<file path="config.mk">
export PLATFORM = sky130hd
export DESIGN_NAME = fir_stim_source
export DESIGN_NICKNAME = d
export VERILOG_FILES = /design/src/rtl/fir_stim_source.sv
export SDC_FILE = /design/constraint.sdc
export NUM_CORES = 1
export LEC_CHECK = 0
export BUFFER_PORTS_ARGS = -buffer_cell sky130_fd_sc_hd__buf_2
export CORE_MARGIN = 5
export CORE_UTILIZATION = 45
export DETAILED_ROUTE_END_ITERATION = 16
export HOLD_SLACK_MARGIN = 0.1
export PLACE_DENSITY = 0.65
export SLEW_MARGIN = 20
export SYNTH_ARGS = -nofsm -noshare
export SYNTH_HDL_FRONTEND = slang
export SYNTH_SLANG_ARGS = --single-unit
export TNS_END_PERCENT = 50
</file>
<file path="constraint.sdc">
create_clock -name clk -period 5.4 [get_ports clk]
set_input_delay 0.54 -clock clk [delete_from_list [all_inputs] [get_ports clk]]
set_output_delay 0.54 -clock clk [all_outputs]
set_load 0.005 [all_outputs]
</file>
<file path="src/rtl/fir_stim_source.sv">
// Two-tone NCO sample source feeding the 64-tap FIR input; one sample per SAMPLE_DIV run cycles.
// Optional LSB dither from a 16-bit LFSR is enabled by defining STIM_DITHER_EN.
module fir_stim_source #(
    parameter int WIDTH      = 18,
    parameter int PHASE_W    = 16,
    parameter int SAMPLE_DIV = 64,
    parameter int AMP_SHIFT  = 1
) (
    input  logic                     clk,
    input  logic                     rst,
    input  logic                     enable,
    input  logic                     pause,
    input  logic [PHASE_W-1:0]       ftw_a,
    input  logic [PHASE_W-1:0]       ftw_b,
    output logic signed [WIDTH-1:0]  sample_out,
    output logic                     ready,
    output logic                     sample_strobe,
    output logic [15:0]              sample_count
);

    localparam int DIV_W = (SAMPLE_DIV > 1) ? $clog2(SAMPLE_DIV) : 1;
    localparam logic [DIV_W-1:0] DIV_LAST = DIV_W'(SAMPLE_DIV - 1);

    typedef enum logic [1:0] {
        IDLE  = 2'd0,
        RUN   = 2'd1,
        PAUSE = 2'd2
    } state_t;

    state_t              state;
    state_t              state_nxt;
    logic                do_update;
    logic                do_count;
    logic                do_clear;
    logic [DIV_W-1:0]    div_cnt;
    logic [PHASE_W-1:0]  phase_a;
    logic [PHASE_W-1:0]  phase_b;
    logic signed [15:0]  tone_a;
    logic signed [15:0]  tone_b;
    logic signed [16:0]  tone_sum;
    logic signed [16:0]  wave_shift;
    logic signed [WIDTH-1:0] wave_next;

    // Quarter-wave table: round(32767*sin(2*pi*k/256)), k = 0..64
    function automatic logic [15:0] sine_lut(input logic [6:0] k);
        logic [15:0] v;
        case (k)
            7'd0:  v = 16'd0;     7'd1:  v = 16'd804;   7'd2:  v = 16'd1608;  7'd3:  v = 16'd2410;
            7'd4:  v = 16'd3212;  7'd5:  v = 16'd4011;  7'd6:  v = 16'd4808;  7'd7:  v = 16'd5602;
            7'd8:  v = 16'd6393;  7'd9:  v = 16'd7179;  7'd10: v = 16'd7962;  7'd11: v = 16'd8739;
            7'd12: v = 16'd9512;  7'd13: v = 16'd10278; 7'd14: v = 16'd11039; 7'd15: v = 16'd11793;
            7'd16: v = 16'd12539; 7'd17: v = 16'd13279; 7'd18: v = 16'd14010; 7'd19: v = 16'd14732;
            7'd20: v = 16'd15446; 7'd21: v = 16'd16151; 7'd22: v = 16'd16846; 7'd23: v = 16'd17530;
            7'd24: v = 16'd18204; 7'd25: v = 16'd18868; 7'd26: v = 16'd19519; 7'd27: v = 16'd20159;
            7'd28: v = 16'd20787; 7'd29: v = 16'd21403; 7'd30: v = 16'd22005; 7'd31: v = 16'd22594;
            7'd32: v = 16'd23170; 7'd33: v = 16'd23731; 7'd34: v = 16'd24279; 7'd35: v = 16'd24811;
            7'd36: v = 16'd25329; 7'd37: v = 16'd25832; 7'd38: v = 16'd26319; 7'd39: v = 16'd26790;
            7'd40: v = 16'd27245; 7'd41: v = 16'd27683; 7'd42: v = 16'd28105; 7'd43: v = 16'd28510;
            7'd44: v = 16'd28898; 7'd45: v = 16'd29268; 7'd46: v = 16'd29621; 7'd47: v = 16'd29956;
            7'd48: v = 16'd30273; 7'd49: v = 16'd30571; 7'd50: v = 16'd30852; 7'd51: v = 16'd31113;
            7'd52: v = 16'd31356; 7'd53: v = 16'd31580; 7'd54: v = 16'd31785; 7'd55: v = 16'd31971;
            7'd56: v = 16'd32137; 7'd57: v = 16'd32285; 7'd58: v = 16'd32412; 7'd59: v = 16'd32521;
            7'd60: v = 16'd32609; 7'd61: v = 16'd32678; 7'd62: v = 16'd32728; 7'd63: v = 16'd32757;
            7'd64: v = 16'd32767;
            default: v = 16'd0;
        endcase
        return v;
    endfunction

    // Quadrant 1/3 read the table mirrored, quadrants 2/3 negate.
    function automatic logic signed [15:0] tone(input logic [PHASE_W-1:0] ph);
        logic [7:0]  p;
        logic [6:0]  idx;
        logic [15:0] mag;
        p   = ph[PHASE_W-1 -: 8];
        idx = p[6] ? (7'd64 - {1'b0, p[5:0]}) : {1'b0, p[5:0]};
        mag = sine_lut(idx);
        return p[7] ? -$signed(mag) : $signed(mag);
    endfunction

    assign tone_a = tone(phase_a);
    assign tone_b = tone(phase_b);

`ifdef STIM_DITHER_EN
    logic [15:0] lfsr;
    logic        lfsr_fb;

    assign lfsr_fb  = lfsr[15] ^ lfsr[13] ^ lfsr[12] ^ lfsr[10];
    assign tone_sum = 17'(tone_a) + 17'(tone_b) + $signed({16'd0, lfsr[0]});

    always_ff @(posedge clk or posedge rst) begin
        if (rst) begin
            lfsr <= 16'hACE1;
        end else if (do_clear) begin
            lfsr <= 16'hACE1;
        end else if (do_update) begin
            lfsr <= {lfsr[14:0], lfsr_fb};
        end
    end
`else
    assign tone_sum = 17'(tone_a) + 17'(tone_b);
`endif

    assign wave_shift = tone_sum >>> AMP_SHIFT;
    assign wave_next  = WIDTH'(wave_shift);

    always_ff @(posedge clk or posedge rst) begin
        if (rst) begin
            state <= IDLE;
        end else begin
            state <= state_nxt;
        end
    end

    always_comb begin
        state_nxt = state;
        do_update = 1'b0;
        do_count  = 1'b0;
        do_clear  = 1'b0;
        case (state)
            IDLE: begin
                if (enable) begin
                    state_nxt = RUN;
                    do_update = 1'b1;
                end
            end
            RUN, PAUSE: begin
                if (!enable) begin
                    state_nxt = IDLE;
                    do_clear  = 1'b1;
                end else if (pause) begin
                    state_nxt = PAUSE;
                end else begin
                    // Leaving PAUSE counts on the same edge, so each paused cycle costs one clock.
                    state_nxt = RUN;
                    if (div_cnt == DIV_LAST) begin
                        do_update = 1'b1;
                    end else begin
                        do_count = 1'b1;
                    end
                end
            end
            default: begin
                state_nxt = IDLE;
            end
        endcase
    end

    assign ready = (state == RUN);

    always_ff @(posedge clk or posedge rst) begin
        if (rst) begin
            sample_out    <= '0;
            sample_strobe <= 1'b0;
            sample_count  <= '0;
            phase_a       <= '0;
            phase_b       <= '0;
            div_cnt       <= '0;
        end else if (do_clear) begin
            sample_out    <= '0;
            sample_strobe <= 1'b0;
            sample_count  <= '0;
            phase_a       <= '0;
            phase_b       <= '0;
            div_cnt       <= '0;
        end else begin
            sample_strobe <= do_update;
            if (do_update) begin
                sample_out <= wave_next;
                phase_a    <= phase_a + ftw_a;
                phase_b    <= phase_b + ftw_b;
                div_cnt    <= '0;
                if (sample_count != 16'hFFFF) begin
                    sample_count <= sample_count + 16'd1;
                end
            end else if (do_count) begin
                div_cnt <= div_cnt + 1'b1;
            end
        end
    end

endmodule

</file>
==> impl_metrics.py, run 1 <==
metrics = {
    "worst_setup_path": {
        "start_kind": "flip-flop",
        "r2r-end": "sample_out[13]",
        "reg2reg_depth": 21,
        "crit_required_ps": 5620,
        "worst-path-max-fanout": 15,
        "critPathCaptureType": "flip-flop",
        "criticalPathCategory": "flip-flop to flip-flop",
        "cp_cell_sequence": "buf_4 -> o31ai_4 -> buf_4 -> xor2_2 -> buf_4 -> buf_4 -> nor2_1 -> a22o_1 -> a221oi_2 -> a21oi_1 -> o31ai_2 -> or4b_4 -> o31ai_2 -> xor2_1 -> ha_1 -> buf_4 -> o21a_1 -> o31ai_4 -> a2111oi_4 -> or3_1 -> a32o_1",
        "critPathMaxStageDelay_ps": 520,
        "cp.arrival_ps": 5440,
        "ff2ff_setup_slack_ps": 190,
        "crit_slowest_cell": "or4b_4",
        "path_common_cell": "buf_4",
        "reg2reg_from": "phase_b[8]",
        "critPathTopFamily": "compound AO/OA/AOI/OAI gates",
        "cp_num_buf_inv": 5,
    },
    "sta": {
        "holdWs_ps": 483,
        "worstMarginPinSlew_ps": 938,
        "setup_violations": 0,
        "period_minus_slack_ps": 5210,
        "drv_slew": 0,
        "max_slew_margin": 0.373,
        "hold_viol_final": 0,
        "skew_ps": 8.01,
        "min_period_over_period": 0.966,
        "max_freq_mhz": 192,
    },
    "yosys": {
        "ys_seq_elements": 73,
        "synth_ff_type": "dfrtp_1",
        "synth_nets": 1349,
        "ys_async_sr_fraction": 1.00,
        "yosys.area.top_type_share": 0.195,
        "yosys_warnings": 0,
        "synth-edff-count": 0,
        "syn-instance-count": 1242,
        "yosysUniqueCellTypes": 92,
        "ys_seq_area_frac": 0.195,
        "yosysMostFrequentCell": "nand2_1",
        "netlist_area_um2": 9360,
        "synth.avg_cell_area_um2": 7.54,
        "ys_top_cells_by_count": "nand2_1, o21ai_0, nor2_1, a21oi_1, dfrtp_1",
        "synth_top_cell_by_area": "dfrtp_1",
        "synth_area_leaders": "dfrtp_1, ha_1, o21ai_0",
    },
    "finish": {
        "area_delta_synth_final_pct": 20.2,
        "antennaDiodeCount": 0,
        "fin_nets": 1464,
        "drive_above_1_share": 0.220,
        "post-route-util": 0.552,
    },
    "cts": {
        "clk_pin_slew_worst_paths_ps": 60,
        "clkLatencyLatePin_ps": 340,
        "cts_sinks": 73,
        "cts_max_level": 3,
        "numCtsBuffers": 9,
        "clk_path_buf_depth": 2,
        "cts_hold_buf": 0,
        "tritoncts": "yes",
        "cts_root_buffer": "clkbuf_16",
    },
    "placement": {
        "gp_congestion": 0.971,
        "portBuffers": 71,
        "place_hpwl_um": 21900,
    },
    "global_route": {
        "track_usage": 0.238,
        "antenna_found_initial": 0,
        "grt_pass1_vias": 9464,
        "grt_start_max_net_pins": 85,
        "grt_pass1_wl_um": 48200,
        "grt_overflow": 0,
    },
    "route": {
        "avgRoutedWirePerCell_um": 18.1,
        "drt_wl_total_um": 29500,
        "viasPerCell": 6.12,
        "vias": 9984,
        "ant_nets": 0,
        "dr.pass1.iters": 5,
        "drc": 0,
        "drt_iter0_drc": 1001,
    },
    "floorplanning": {
        "ioPinCount": 72,
        "die_w_um": 154,
        "fp.dieH_um": 154,
        "die_area_um2": 23800,
        "fp-row-count": 52,
        "core_um2": 20400,
        "start_util": 0.460,
    },
    "run": {
        "cap_violations": 0,
    },
    "outcome": {
        "outcome": "complete, no violations",
    },
    "worst_hold_path": {
        "min_path_cells": 2,
        "min_path_type": "input port to flip-flop",
        "hp-start": "enable",
        "hold_end": "state[1]",
    },
}
[metal layers]
layer / part of all wire / GRT usage / vias to the layer above
met5: 0 / 0 / -
met1: 0.44 / 0.327 / 4700
met2: 0.47 / 0.383 / 405
met3: 0.079 / 0.0506 / 56
met4: 0.017 / 0.0597 / 0
li1: - / - / 4823
[layout by cell type (no fill, tap or decap), types with 10 or more instances in the layout]
cell,Yosys,layout
nor3_1,40,39
nand4_1,10,10
xnor2_1,36,34
dfrtp_1,73,69
buf_4,6,119
xor2_1,35,34
inv_1,55,48
nand2_1,121,121
o21ai_1,7,11
mux2i_1,16,16
a311oi_1,12,10
o211ai_1,26,26
o21ai_0,106,101
nor2b_1,17,16
buf_2,29,71
a21oi_1,85,82
a31oi_1,14,14
nor2_1,93,93
nand2b_1,14,13
ha_1,68,60
or3_1,16,16
a211oi_1,20,20
nand3_1,64,64
o31ai_1,23,21
[what timing repair did]
item,in CTS,in global routing
setup endpoints to repair,2,9
pin swaps,0,18
gates resized for setup,2,60
cloned,0,0
buffers inserted,0,13
[cell type report]
cell class | count | area, µm²
Fill cell | 1911 | 9120
Multi-Input combinational cell | 1019 | 7180
Sequential cell | 73 | 1830
Timing Repair Buffer | 197 | 1330
Tap cell | 270 | 338
Clock buffer | 10 | 239
Inverter | 57 | 224
Clock inverter | 6 | 105
[per-stage QoR]
step	instances	TNS [ps]	instance area, µm²	worst slack [ps]
finish	1632	0	11200	185
global route	1632	-94.5	11200	-46.1
CTS	1619	-21.7	10900	-21.7
detailed placement	1603	-22.1	10500	-22.1
global placement	1603	0	10500	68.4
floorplan	1242	0	9390	6.82
[cells by family (layout without fill, tap and decap cells)]
family	after synthesis	after routing	synth area share
xor gates and xnor gates	78	78	0.0786
adders and majority gates	71	71	0.0973
muxes	24	24	0.0316
buffers and inverters	150	270	0.0688
DFF	73	73	0.195
AOI/OAI and AO/OA	421	421	0.305
and+or+nand+nor	425	425	0.223
[worst max path at each step]
| stage | start | end | slack, ps | cells after the start |
|---|---|---|---|---|
| final | phase_b[8] | sample_out[13] | 190 | 21 |
| after global routing | phase_b[10] | sample_out[13] | -50 | 20 |
| after CTS | phase_a[9] | sample_out[13] | -20 | 25 |
| after detailed placement | phase_b[8] | sample_out[12] | -20 | 21 |
| after global placement | phase_b[8] | sample_out[12] | 70 | 20 |
| after floorplan | phase_a[8] | sample_out[13] | 7 | 26 |
[registers in the layout (all words and copies together), names as in the netlist]
name,flops
sample_out,16
state,2
phase_b,16
div_cnt,6
phase_a,16
sample_strobe,1
sample_count,16
Power of run 1 is not shown: default switching activity piles up to over one toggle a cycle in this logic, so the estimate is an artifact.
==> run 2, diff against run 1 <==
CORE_MARGIN = 3   (was 5)
==> impl_metrics.py, run 2 (synthesized netlist as in run 1, its figures left out) <==
metrics = {
    "sta": {
        "max_slew_margin": 0.270,
        "period_minus_slack_ps": 5270,
        "holdWs_ps": 145,
        "worstMarginPinSlew_ps": 1090,
        "hold_viol_final": 0,
        "skew_ps": 10.3,
        "drv_slew": 0,
        "setup_violations": 0,
        "fin_setup_tns_ps": 0,
        "max_freq_mhz": 190,
        "min_period_over_period": 0.975,
    },
    "global_route": {
        "grt_overflow": 0,
        "grt.busiest_layer": "met2",
        "use_met3": 0.0349,
        "antenna_found_initial": 0,
        "grt_pass1_wl_um": 48200,
        "grt_start_max_net_pins": 85,
        "grt_pass1_vias": 9358,
        "track_usage": 0.260,
        "grt_util_met1": 0.373,
        "use_met2": 0.406,
    },
    "worst_setup_path": {
        "cp_cell_sequence": "inv_4 -> ha_4 -> mux2_2 -> buf_4 -> inv_1 -> ha_1 -> buf_4 -> o22ai_1 -> a21boi_0 -> o22ai_1 -> o31ai_2 -> or4b_4 -> o31ai_4 -> xor2_1 -> ha_1 -> buf_4 -> o21a_1 -> o31ai_4 -> a2111oi_4 -> or3_1 -> a32o_1",
        "criticalPathCategory": "flip-flop to flip-flop",
        "crit_required_ps": 5630,
        "cp.arrival_ps": 5500,
        "critPathTopFamily": "compound AO/OA/AOI/OAI gates",
        "cp_num_buf_inv": 5,
        "critPathMaxStageDelay_ps": 540,
        "crit_slowest_cell": "or4b_4",
        "critPathCaptureType": "flip-flop",
        "path_common_cell": "buf_4",
        "worst-path-max-fanout": 8,
        "start_kind": "flip-flop",
    },
    "placement": {
        "placed_area_um2": 10600,
        "gp_congestion": 0.937,
        "portBuffers": 71,
        "placed_cells": 1600,
        "place_hpwl_um": 21900,
    },
    "cts": {
        "numCtsBuffers": 9,
        "clkLatencyLatePin_ps": 350,
        "cts_hold_buf": 0,
        "clk_path_buf_depth": 2,
        "cts_root_buffer": "clkbuf_16",
        "cts_max_level": 3,
        "tritoncts": "yes",
        "clk_pin_slew_worst_paths_ps": 70,
        "cts_sinks": 73,
    },
    "floorplanning": {
        "ioPinCount": 72,
        "fp.dieH_um": 150,
        "fp-row-count": 52,
        "die_area_um2": 22600,
        "die_w_um": 150,
        "core_um2": 20400,
        "start_util": 0.460,
    },
    "finish": {
        "multi_input_area_um2": 7160,
        "nFillCells": 1940,
        "antennaDiodeCount": 0,
        "stdcell_area_um2": 11100,
        "ff_latch_area_um2": 1830,
        "drive_above_1_share": 0.216,
        "final_common_cell": "nand2_1",
        "area_delta_synth_final_pct": 18.8,
        "fin_nets": 1456,
        "final_cells": 1624,
        "most-common-layout-cells": "nand2_1, buf_4, o21ai_0",
    },
    "route": {
        "avgRoutedWirePerCell_um": 18.3,
        "drt_wl_total_um": 29800,
        "drc": 0,
        "vias": 10000,
        "drt_iter0_drc": 906,
        "ant_nets": 0,
        "dr.pass1.iters": 5,
        "viasPerCell": 6.18,
    },
    "run": {
        "cap_violations": 0,
    },
    "outcome": {
        "outcome": "complete, no violations",
    },
    "worst_hold_path": {
        "min_path_type": "input port to asynchronous set/reset pin",
    },
}
[run 2: cell count changes in the layout (fill, tap and decap cells not counted), sizes merged]
cell    before  now
inv         53   58
buf        197  189
clkinv       6    5
clkbuf      10    9
bufinv       3    0
[run 2: final cells by class]
type	count	area share
well taps	270	0.0304
repair buffers	189	0.117
clock inverters	7	0.00472
inverters	57	0.0196
multi-input cells	1019	0.644
clock buffers	9	0.0202
flip-flops and latches	73	0.164
[run 2: per-layer routing]
layer | vias up | routed length, µm
li1 | 4814 | -
met1 | 4789 | 13500
met2 | 387 | 13500
met3 | 50 | 2130
met4 | 0 | 641
met5 | - | 0
[run 2: timing repair]
action | 4_1_cts | 5_1_grt
resized for setup | 5 | 49
buffers inserted | 0 | 8
setup endpoints to repair | 4 | 7
pin swaps | 0 | 17
[run 2: final timing paths]
kind	slack [ps]	end	depth (start not counted)	from
min in group clk	480	state[1]	2	enable
worst min-delay path	150	sample_count[1]	2	rst
worst max register to register	130	sample_out[13]	21	phase_b[8]
max in group asynchronous	4150	phase_b[8]	3	rst
worst min register to register	500	phase_b[7]	2	phase_b[7]
worst max-delay path	130	sample_out[13]	21	phase_b[8]
[run 2: through the flow]
stage	setup WS, ps	utilization
2_1_floorplan	6.82	-
3_3_place_gp	-1.61	0.518
3_5_place_dp	-92.1	0.518
4_1_cts	-3.82	0.532
5_1_grt	-8.87	0.546
6_report	135	0.546
Power of run 2 is left out for the same reason.
==> run 3, diff against run 2 <==
CORE_ASPECT_RATIO = 1.2   (was unset)
GPL_TIMING_DRIVEN = 1   (was unset)
==> impl_metrics.py, run 3 (synthesized netlist as in run 1, its figures left out) <==
metrics = {
    "floorplanning": {
        "core_um2": 20300,
        "fp-row-count": 57,
        "ioPinCount": 72,
        "start_util": 0.460,
        "fp.dieH_um": 164,
        "die_w_um": 138,
        "die_area_um2": 22600,
    },
    "cts": {
        "clkLatencyLatePin_ps": 330,
        "cts_hold_buf": 0,
        "cts_root_buffer": "clkbuf_16",
        "clk_pin_slew_worst_paths_ps": 60,
        "numCtsBuffers": 9,
        "cts_max_level": 3,
        "cts_sinks": 73,
        "clk_path_buf_depth": 2,
        "tritoncts": "yes",
    },
    "placement": {
        "portBuffers": 71,
        "pre_cts_slack_ps": 4.38,
        "place_hpwl_um": 21600,
        "placed_cells": 1594,
        "gp_congestion": 0.962,
        "placed_area_um2": 10600,
    },
    "route": {
        "avgRoutedWirePerCell_um": 18.0,
        "drt_iter0_drc": 953,
        "viasPerCell": 6.19,
        "drc": 0,
        "vias": 9987,
        "dr.pass1.iters": 5,
        "drt_wl_total_um": 29100,
        "ant_nets": 0,
    },
    "worst_setup_path": {
        "worst-path-max-fanout": 12,
        "crit_required_ps": 5590,
        "start_kind": "flip-flop",
        "criticalPathCategory": "flip-flop to flip-flop",
        "cp.arrival_ps": 5490,
        "critPathCaptureType": "flip-flop",
    },
    "global_route": {
        "grt_pass1_wl_um": 47300,
        "grt_pass1_vias": 9399,
        "grt_start_max_net_pins": 85,
        "track_usage": 0.255,
        "grt_overflow": 0,
        "antenna_found_initial": 0,
    },
    "finish": {
        "most-common-layout-cells": "nand2_1, buf_4, o21ai_0",
        "stdcell_area_um2": 11100,
        "antennaDiodeCount": 0,
        "area_delta_synth_final_pct": 18.5,
        "final_common_cell": "nand2_1",
        "ff_latch_area_um2": 1830,
        "nFillCells": 1935,
        "multi_input_area_um2": 7090,
        "fin_nets": 1450,
        "drive_above_1_share": 0.205,
        "final_cells": 1613,
    },
    "sta": {
        "hold_viol_final": 0,
        "min_period_over_period": 0.982,
        "max_slew_margin": 0.359,
        "skew_ps": 10.9,
        "drv_slew": 0,
        "setup_violations": 0,
        "worstMarginPinSlew_ps": 958,
        "grt_setup_unrepaired": "true",
        "max_freq_mhz": 189,
        "fin_ws_ps": 96.0,
        "period_minus_slack_ps": 5300,
    },
    "worst_hold_path": {
        "min_path_type": "input port to flip-flop",
    },
    "run": {
        "cap_violations": 0,
    },
    "outcome": {
        "outcome": "complete, no violations",
    },
}
## run 3: cell count changes in the layout (fill, tap and decap cells not counted), moves of 2 or more
cell and change:
clkinv_2 -2, a311oi_1 +2, a311oi_2 -2, bufinv_16 +2, buf_12 +2, buf_4 -9, inv_6 -2, ha_1 +5
clkinv_4 +2, a2111oi_2 +2, ha_2 -4
## run 3: cell type report
cell class                 instances  share of cell area
inverter                          57              0.0196
multi-input combinational       1019               0.639
clock inverter                     7             0.00925
tap                              265              0.0299
timing repair buffer             183               0.117
sequential                        73               0.165
clock buffer                       9              0.0203
## run 3: path summary, 6_finish.rpt
check,from,to,slack [ps],depth (start not counted)
max,phase_b[8],sample_out[12],100,20
min,enable,state[1],470,2
max reg2reg,phase_b[8],sample_out[12],100,20
min reg2reg,sample_out[8],sample_out[8],500,2
max in group asynchronous,rst,phase_a[8],4220,3
min in group asynchronous,rst,phase_b[12],480,3
## run 3: metrics by stage
| step | hold slack [ps] | TNS, ps | utilization |
|---|---|---|---|
| 3_5_place_dp | 486 | 0 | 0.519 |
| 6_report | 472 | 0 | 0.546 |
| 5_1_grt | 486 | -134 | 0.546 |
| 3_3_place_gp | 464 | 0 | 0.519 |
| 2_1_floorplan | 471 | 0 | - |
| 4_1_cts | 449 | 0 | 0.536 |
## run 3: critical path, stage by stage (launching register included)
cell      delay (ps)
dfrtp_2          440
inv_4             80
ha_4             200
mux2_2           280
buf_4            200
ha_1             350
mux2_2           280
a22oi_1          180
o21ai_1           90
a221o_1          320
o31ai_2          260
or4b_4           520
o31ai_2          300
xor2_1           210
ha_2             340
a21oi_2          170
nand3_1           90
o21a_1           250
a311oi_2         280
mux2i_1          220
o21ai_1           70
## run 3: metal layers
metal,vias to the layer above,part of all wire,track usage
met5,-,0,0
li1,4791,-,-
met4,0,0.037,0.0889
met1,4660,0.42,0.329
met2,441,0.49,0.433
met3,95,0.059,0.0389
## run 3: repair_timing
action,CTS,global route
endpoints found under the setup margin,1,8
gates cloned,0,1
pin swaps,0,8
buffers inserted,0,2
resized for setup,1,40
Power of run 3 is left out for the same reason.
